--- src/rtl/instr_fetch.sv ---
// instr_fetch: instruction fetch stage of the pipelined RV32I core.
//
// Issues in-order word requests to instruction memory. A small queue holds
// the returned words together with their addresses. One instr/PC pair per
// cycle is presented to decode. The stage honours the decode stall (hazard)
// and the execute-stage redirect (pcWriteEnable/pcWriteData). A redirect
// raises a one-cycle flush pulse that squashes wrong-path work downstream.
//
// Parameters:
//   RESET_PC  fetch address after reset
//   DEPTH     queue entries (power of two, >= 2); it also caps the number of
//             in-flight requests plus queued entries
//   NOP       bubble instruction (addi x0,x0,0)
//
// Ports:
//   clk            in   rising-edge clock
//   reset          in   asynchronous active-high reset
//   imemReq        out  request valid (combinational credit check)
//   imemAddr       out  request word address (fetch PC)
//   imemReady      in   memory accepts the request this cycle
//   imemRespValid  in   response valid; responses return in order
//   imemRespData   in   response instruction word
//   pcWriteData    in   redirect target
//   pcWriteEnable  in   redirect strobe
//   hazard         in   decode stall; the IF/ID registers hold
//   instr          out  IF/ID instruction register
//   PC             out  IF/ID address register
//   flush          out  registered one-cycle squash pulse
module instr_fetch #(
    parameter logic [31:0] RESET_PC = 32'h0000_0000,
    parameter int          DEPTH    = 2,
    parameter logic [31:0] NOP      = 32'h0000_0013
) (
    input  logic        clk,
    input  logic        reset,
    output logic        imemReq,
    output logic [31:0] imemAddr,
    input  logic        imemReady,
    input  logic        imemRespValid,
    input  logic [31:0] imemRespData,
    input  logic [31:0] pcWriteData,
    input  logic        pcWriteEnable,
    input  logic        hazard,
    output logic [31:0] instr,
    output logic [31:0] PC,
    output logic        flush
);

    localparam int CW = $clog2(DEPTH + 1);
    localparam int PW = $clog2(DEPTH);
    localparam logic [CW:0]   DEPTH_C  = (CW + 1)'(DEPTH);
    localparam logic [CW-1:0] CNT_ZERO = CW'(0);
    localparam logic [CW-1:0] CNT_ONE  = CW'(1);
    localparam logic [PW-1:0] PTR_ZERO = PW'(0);
    localparam logic [PW-1:0] PTR_ONE  = PW'(1);

    // Architectural state
    logic [31:0]   fetch_pc_r;
    logic [31:0]   resp_pc_r;
    logic [CW-1:0] outstanding_r;
    logic [CW-1:0] discard_r;
    logic [CW-1:0] count_r;
    logic [PW-1:0] rd_ptr_r;
    logic [PW-1:0] wr_ptr_r;
    logic [31:0]   q_pc_r   [DEPTH];
    logic [31:0]   q_data_r [DEPTH];
    logic [31:0]   instr_r;
    logic [31:0]   pc_r;
    logic          flush_r;

    // Next-state and handshake signals
    logic          credit_s;
    logic          req_s;
    logic          accept_s;
    logic          resp_s;
    logic          tagged_s;
    logic          bypass_s;
    logic          push_s;
    logic          pop_s;
    logic [31:0]   fetch_pc_nx_s;
    logic [31:0]   resp_pc_nx_s;
    logic [CW-1:0] outstanding_nx_s;
    logic [CW-1:0] discard_nx_s;
    logic [CW-1:0] count_nx_s;
    logic [PW-1:0] rd_ptr_nx_s;
    logic [PW-1:0] wr_ptr_nx_s;
    logic [31:0]   instr_nx_s;
    logic [31:0]   pc_nx_s;
    logic          flush_nx_s;

    // Request credit and response qualification
    always_comb begin
        // Every in-flight request must have a queue slot waiting for it.
        credit_s = (({1'b0, outstanding_r} + {1'b0, count_r}) < DEPTH_C);
        req_s    = credit_s & ~pcWriteEnable;
        accept_s = req_s & imemReady;
        // A response with nothing outstanding belongs to a request issued
        // before reset and is ignored completely.
        resp_s   = imemRespValid & (outstanding_r != CNT_ZERO);
        tagged_s = resp_s & (discard_r == CNT_ZERO);
    end

    // Next-state computation: redirect first, then fetch/response/output
    always_comb begin
        fetch_pc_nx_s    = fetch_pc_r;
        resp_pc_nx_s     = resp_pc_r;
        outstanding_nx_s = outstanding_r;
        discard_nx_s     = discard_r;
        count_nx_s       = count_r;
        rd_ptr_nx_s      = rd_ptr_r;
        wr_ptr_nx_s      = wr_ptr_r;
        instr_nx_s       = instr_r;
        pc_nx_s          = pc_r;
        flush_nx_s       = 1'b0;
        bypass_s         = 1'b0;
        push_s           = 1'b0;
        pop_s            = 1'b0;

        if (pcWriteEnable) begin
            // Requests still in flight come back on the wrong path; count
            // them so they are dropped. A response arriving now is dropped
            // directly and no longer counts.
            fetch_pc_nx_s    = pcWriteData;
            resp_pc_nx_s     = pcWriteData;
            outstanding_nx_s = outstanding_r - (resp_s ? CNT_ONE : CNT_ZERO);
            discard_nx_s     = outstanding_r - (resp_s ? CNT_ONE : CNT_ZERO);
            count_nx_s       = CNT_ZERO;
            rd_ptr_nx_s      = PTR_ZERO;
            wr_ptr_nx_s      = PTR_ZERO;
            instr_nx_s       = NOP;
            pc_nx_s          = pc_r;
            flush_nx_s       = 1'b1;
        end else begin
            if (accept_s) begin
                fetch_pc_nx_s = fetch_pc_r + 32'd4;
            end else begin
                fetch_pc_nx_s = fetch_pc_r;
            end

            outstanding_nx_s = outstanding_r
                             + (accept_s ? CNT_ONE : CNT_ZERO)
                             - (resp_s ? CNT_ONE : CNT_ZERO);

            if (resp_s && (discard_r != CNT_ZERO)) begin
                discard_nx_s = discard_r - CNT_ONE;
            end else begin
                discard_nx_s = discard_r;
            end

            if (tagged_s) begin
                resp_pc_nx_s = resp_pc_r + 32'd4;
            end else begin
                resp_pc_nx_s = resp_pc_r;
            end

            // Output stage: the queue head has priority, so words already
            // buffered always leave before a newer response.
            if (hazard) begin
                instr_nx_s = instr_r;
                pc_nx_s    = pc_r;
            end else if (count_r != CNT_ZERO) begin
                pop_s      = 1'b1;
                instr_nx_s = q_data_r[rd_ptr_r];
                pc_nx_s    = q_pc_r[rd_ptr_r];
            end else if (tagged_s) begin
                bypass_s   = 1'b1;
                instr_nx_s = imemRespData;
                pc_nx_s    = resp_pc_r;
            end else begin
                instr_nx_s = NOP;
                pc_nx_s    = pc_r;
            end

            push_s     = tagged_s & ~bypass_s;
            count_nx_s = count_r
                       + (push_s ? CNT_ONE : CNT_ZERO)
                       - (pop_s ? CNT_ONE : CNT_ZERO);

            if (push_s) begin
                wr_ptr_nx_s = wr_ptr_r + PTR_ONE;
            end else begin
                wr_ptr_nx_s = wr_ptr_r;
            end

            if (pop_s) begin
                rd_ptr_nx_s = rd_ptr_r + PTR_ONE;
            end else begin
                rd_ptr_nx_s = rd_ptr_r;
            end
        end
    end

    // Control state and IF/ID output registers
    always_ff @(posedge clk or posedge reset) begin
        if (reset) begin
            fetch_pc_r    <= RESET_PC;
            resp_pc_r     <= RESET_PC;
            outstanding_r <= CNT_ZERO;
            discard_r     <= CNT_ZERO;
            count_r       <= CNT_ZERO;
            rd_ptr_r      <= PTR_ZERO;
            wr_ptr_r      <= PTR_ZERO;
            instr_r       <= NOP;
            pc_r          <= RESET_PC;
            flush_r       <= 1'b0;
        end else begin
            fetch_pc_r    <= fetch_pc_nx_s;
            resp_pc_r     <= resp_pc_nx_s;
            outstanding_r <= outstanding_nx_s;
            discard_r     <= discard_nx_s;
            count_r       <= count_nx_s;
            rd_ptr_r      <= rd_ptr_nx_s;
            wr_ptr_r      <= wr_ptr_nx_s;
            instr_r       <= instr_nx_s;
            pc_r          <= pc_nx_s;
            flush_r       <= flush_nx_s;
        end
    end

    // Queue storage: written at the tail on every push
    always_ff @(posedge clk or posedge reset) begin
        if (reset) begin
            for (int i = 0; i < DEPTH; i++) begin
                q_pc_r[i]   <= 32'h0000_0000;
                q_data_r[i] <= 32'h0000_0000;
            end
        end else if (push_s) begin
            q_pc_r[wr_ptr_r]   <= resp_pc_r;
            q_data_r[wr_ptr_r] <= imemRespData;
        end else begin
            for (int i = 0; i < DEPTH; i++) begin
                q_pc_r[i]   <= q_pc_r[i];
                q_data_r[i] <= q_data_r[i];
            end
        end
    end

    assign imemReq  = req_s;
    assign imemAddr = fetch_pc_r;
    assign instr    = instr_r;
    assign PC       = pc_r;
    assign flush    = flush_r;

endmodule
--- config.mk ---
export PLATFORM = sky130hd
export DESIGN_NAME = instr_fetch
export DESIGN_NICKNAME = d
export VERILOG_FILES = /design/src/rtl/instr_fetch.sv
export SDC_FILE = /design/constraint.sdc
export NUM_CORES = 1
export LEC_CHECK = 0
export BUFFER_PORTS_ARGS = -buffer_cell sky130_fd_sc_hd__clkbuf_2
export CAP_MARGIN = 20
export CORE_ASPECT_RATIO = 0.6
export CORE_MARGIN = 5
export CORE_UTILIZATION = 55
export CTS_BUF_LIST = sky130_fd_sc_hd__clkbuf_16
export CTS_CLUSTER_SIZE = 24
export DETAILED_ROUTE_END_ITERATION = 6
export GPL_ROUTABILITY_DRIVEN = 0
export HOLD_SLACK_MARGIN = 0.1
export PLACE_DENSITY = 0.77
export SETUP_SLACK_MARGIN = 0.5
export SLEW_MARGIN = 10
export SYNTH_ARGS = -nofsm -noshare
export SYNTH_HDL_FRONTEND = slang
export SYNTH_SLANG_ARGS = --single-unit
--- constraint.sdc ---
create_clock -name clk -period 11.1 [get_ports clk]
set_input_delay 0.555 -clock clk [delete_from_list [all_inputs] [get_ports clk]]
set_output_delay 0.555 -clock clk [all_outputs]
set_load 0.05 [all_outputs]
==> impl_summary.md <==
Layout
The post-route cell area is 14500 µm². The area growth from synthesis to layout is 14.3%. The top cell types in the final layout, fill and taps aside, are sky130_fd_sc_hd__dfrtp_1 (261), sky130_fd_sc_hd__clkbuf_2 (166), sky130_fd_sc_hd__mux2_1 (128). The share of cells above drive strength 1 is 0.207. The final layout contains 1347 nets. Leaving out fill and tap cells, the most frequent cell in the layout is sky130_fd_sc_hd__dfrtp_1. At the end of the flow the core is filled with cells to 0.633. After the flow finishes, the layout carries non-filler instances totaling 1601.

Synthesis
The average cell area after synthesis is 11.1 µm². The area of the mapped netlist is 12700 µm². The cell type with the highest aggregate area in the netlist is sky130_fd_sc_hd__dfrtp_1. Of the post-synthesis cell area, the dominant cell type holds 0.518. After technology mapping, the gate count stands at 1140.

The compound-cell area share of the yosys netlist is 0.106. The number of different library cells used by synthesis comes to 53. The most used flip-flop cell after synthesis is sky130_fd_sc_hd__dfrtp_1. Of the synthesized area, sequential elements account for 0.524. Counting flops with a built-in enable in the synthesized netlist gives 0. The number of nets in the synthesized netlist is 1219. The combinational family with the most area after synthesis is multiplexers. The share of synthesized registers carrying an async set or reset is 1.00.

Of the total synthesized cell area, the portion taken by AND, OR, NAND and NOR gates is 0.137. Of the total synthesized cell area, the portion taken by XOR and XNOR cells is 0.0173. Of the total synthesized cell area, the portion taken by full adders, half adders and majority gates is 0.00949. In this run, synthesis produced a sequential element count of 265. Yosys printed 0 warnings.

The multiplexer share of the synthesized area is 0.174. In the post-synthesis netlist, the biggest area contributors are sky130_fd_sc_hd__dfrtp_1 (52%), sky130_fd_sc_hd__mux2_1 (11%), sky130_fd_sc_hd__mux2_2 (3.4%).

Global routing
The first global-routing pass estimated 51900 µm of wire. The global-route total usage across every layer is 0.244. The initial antenna violation count is 2. The number of global-route vias before repair came to 9404.

Entering global routing, the biggest net connects 118 pins. The total overflow left after global routing is 0.

Clock tree
The number of gates resized after cts is 0. For the worst-skew pair, the clock arrives at the later sink with an insertion delay of 0.53 ns. The deepest clock path buffer count is 3. After clock tree synthesis, the clock-pin slew on the worst setup and hold paths is 0.06 ns. The CTS root buffer is sky130_fd_sc_hd__clkbuf_16.

After clock tree synthesis, the flow added hold-fix buffers numbering 0. The H-tree depth is 1. Once the clock tree was built, the setup fixing pass inserted 0 buffers. TritonCTS built the clock tree. The tree built by TritonCTS fans out to 265 sinks. The number of buffers inserted during clock tree synthesis is 26.

Die
The area of the core is 22900 µm². The height of the die is 128 µm. The effective utilization at floorplan is 0.554. In this run the core area contains 43 standard-cell rows. The floorplan die area is 26300 µm². The I/O pin total is 168. The die boundary width is 206 µm.

Timing
The relative slew slack is 0.255. Subtracting the final worst setup slack from the clock period gives 3.26 ns. The number of hold violations in the final report is 0. On the final layout, the worst clock skew is 0.00935 ns. After layout, the worst setup slack is 7.84 ns. Adding up every negative setup slack in the final design gives 0 ns. The total setup violations reported at the end of the flow is 0. The post-route worst hold slack is 0.177 ns. Setup repair after global routing left no endpoint under its margin. The achievable clock frequency is 0.307 GHz. The count of final max-slew check failures is 0. For the pin with the worst max-slew slack, the measured transition is 1.12 ns.

In the finished design, the share of the clock period the worst path needs comes to 0.294.

Drt
The number of nets still failing antenna checks after routing is 0. Dividing the detail-routed via count by the number of cells gives 6.09. The final routed DRC violation total is 0. After detailed routing, the total wire length is 32000 µm. In the final routed layout, each cell accounts on average for 20.0 µm. The first routing iteration left 793 violations. The routed via count is 9747. The first-pass detailed-route iteration total is 6.

Placement
Port buffering added 167 buffers. The detailed-placement wirelength estimate is 21700 µm. Before CTS, the worst setup slack after placement is 7.88 ns.

The post-placement cell count is 1554. After detailed placement, the total cell area comes to 13700 µm².

Power
The power density of the placed cells is 241 nW/µm². Total power for the finished layout comes to 3.49 mW. Across the VDD grid, the largest voltage drop is 0.139 mV. In this run the static leakage power is 6.62 nW.

Critical path
The category of the worst setup path capture point is a register. The worst setup path is launched from a register. Measured in cells, the most critical reg-to-reg path has a length of 10. The type of the worst setup path is reg -> reg.

The data required time of the worst path is 11.55 ns. Of all nets on the critical path, the largest fanout is 9. The arrival time reported for the critical path endpoint is 3.71 ns.

Worst hold path
The path class of the tightest hold or removal check is in -> async.

Job
The number of max-cap violations is 0.

Run status
The flow ran to the end, and the final reports show no timing, DRC or antenna violations.
## synth_stat cells (4+ instances only)
master / number
sky130_fd_sc_hd__nor4_1: 11
sky130_fd_sc_hd__nor2b_1: 31
sky130_fd_sc_hd__and2_1: 4
sky130_fd_sc_hd__nand4_1: 15
sky130_fd_sc_hd__xor2_1: 7
sky130_fd_sc_hd__a221oi_1: 29
sky130_fd_sc_hd__xnor2_1: 18
sky130_fd_sc_hd__buf_1: 5
sky130_fd_sc_hd__and3_1: 14
sky130_fd_sc_hd__a31oi_1: 29
sky130_fd_sc_hd__inv_1: 19
sky130_fd_sc_hd__nor3_1: 41
sky130_fd_sc_hd__nand2_1: 71
sky130_fd_sc_hd__o21ai_1: 6
sky130_fd_sc_hd__o21ai_0: 46
sky130_fd_sc_hd__and4_1: 9
sky130_fd_sc_hd__nor2_1: 68
sky130_fd_sc_hd__mux2_1: 128
sky130_fd_sc_hd__nand2b_1: 5
sky130_fd_sc_hd__nand3_1: 19
sky130_fd_sc_hd__mux2i_1: 33
sky130_fd_sc_hd__dfrtp_1: 262
sky130_fd_sc_hd__o31ai_1: 21
sky130_fd_sc_hd__or3_1: 13
sky130_fd_sc_hd__o311a_1: 4
sky130_fd_sc_hd__ha_1: 8
sky130_fd_sc_hd__mux2_2: 38
sky130_fd_sc_hd__a211oi_1: 5
sky130_fd_sc_hd__a21oi_1: 46
sky130_fd_sc_hd__o31a_1: 6
sky130_fd_sc_hd__or4_1: 21
sky130_fd_sc_hd__a311oi_1: 4
sky130_fd_sc_hd__buf_2: 16
sky130_fd_sc_hd__clkbuf_1: 59
sky130_fd_sc_hd__o211ai_1: 4
## routing by layer
metal,up-vias,global-route usage,wire length [µm]
li1,4435,-,-
met1,4892,0.409,16100
met2,377,0.332,13100
met3,41,0.0472,2490
met4,2,0.0367,338
met5,-,0,13
## critical path: stages, from the launching register on
cell and delay [ns]:
sky130_fd_sc_hd__dfrtp_1 0.45, sky130_fd_sc_hd__and2_1 0.18, sky130_fd_sc_hd__fa_1 0.51, sky130_fd_sc_hd__nor3b_1 0.88
sky130_fd_sc_hd__nand2_1 0.13, sky130_fd_sc_hd__ha_1 0.31, sky130_fd_sc_hd__inv_1 0.04, sky130_fd_sc_hd__ha_1 0.17
sky130_fd_sc_hd__xnor2_1 0.11, sky130_fd_sc_hd__o21ai_0 0.21, sky130_fd_sc_hd__xor2_1 0.18
## registers in the layout, indices dropped and copies added, names as in the netlist
signal / flops
resp_pc_r: 32
wr_ptr_r: 1
count_r: 2
q_pc_r: 64
instr: 32
imemAddr: 32
discard_r: 2
rd_ptr_r: 1
outstanding_r: 2
PC: 32
q_data_r: 64
flush: 1
## cells by family after synthesis
group	Yosys count
and+or+nand+nor	333
DFF	265
AOI/OAI and AO/OA	208
muxes	199
buffers and inverters	101
xor gates and xnor gates	25
adders and majority gates	9
## power by group
part,total [mW],internal [mW],switching (mW)
Sequential,1.48,1.25,0.236
Combinational,1.22,0.446,0.776
Clock,0.788,0.424,0.364
## final timing paths
path / start / to / slack [ns]
hold reg to reg: PC[31]$_DFFE_PP0P_ / PC[31]$_DFFE_PP0P_ / 0.48
hold / removal: reset / instr[9]$_DFFE_PP0P_ / 0.18
max in group asynchronous: reset / PC[22]$_DFFE_PP0P_ / 9.53
min in group clk: imemRespData[12] / q_data_r[44]$_DFFE_PP0P_ / 0.28
setup reg to reg: outstanding_r[0]$_DFF_PP0_ / outstanding_r[1]$_DFF_PP0_ / 7.84
setup / recovery: outstanding_r[0]$_DFF_PP0_ / outstanding_r[1]$_DFF_PP0_ / 7.84
## area by class of cell
type,count,area [µm²]
antenna,1,2.50
fill,1844,8390
timing repair buffer,181,961
inverter,20,82.6
sequential,265,6640
clock buffer,26,651
multi-input combinational,774,5650
tap,315,394
clock inverter,19,93.8
Power figures use the tool's default switching activity.
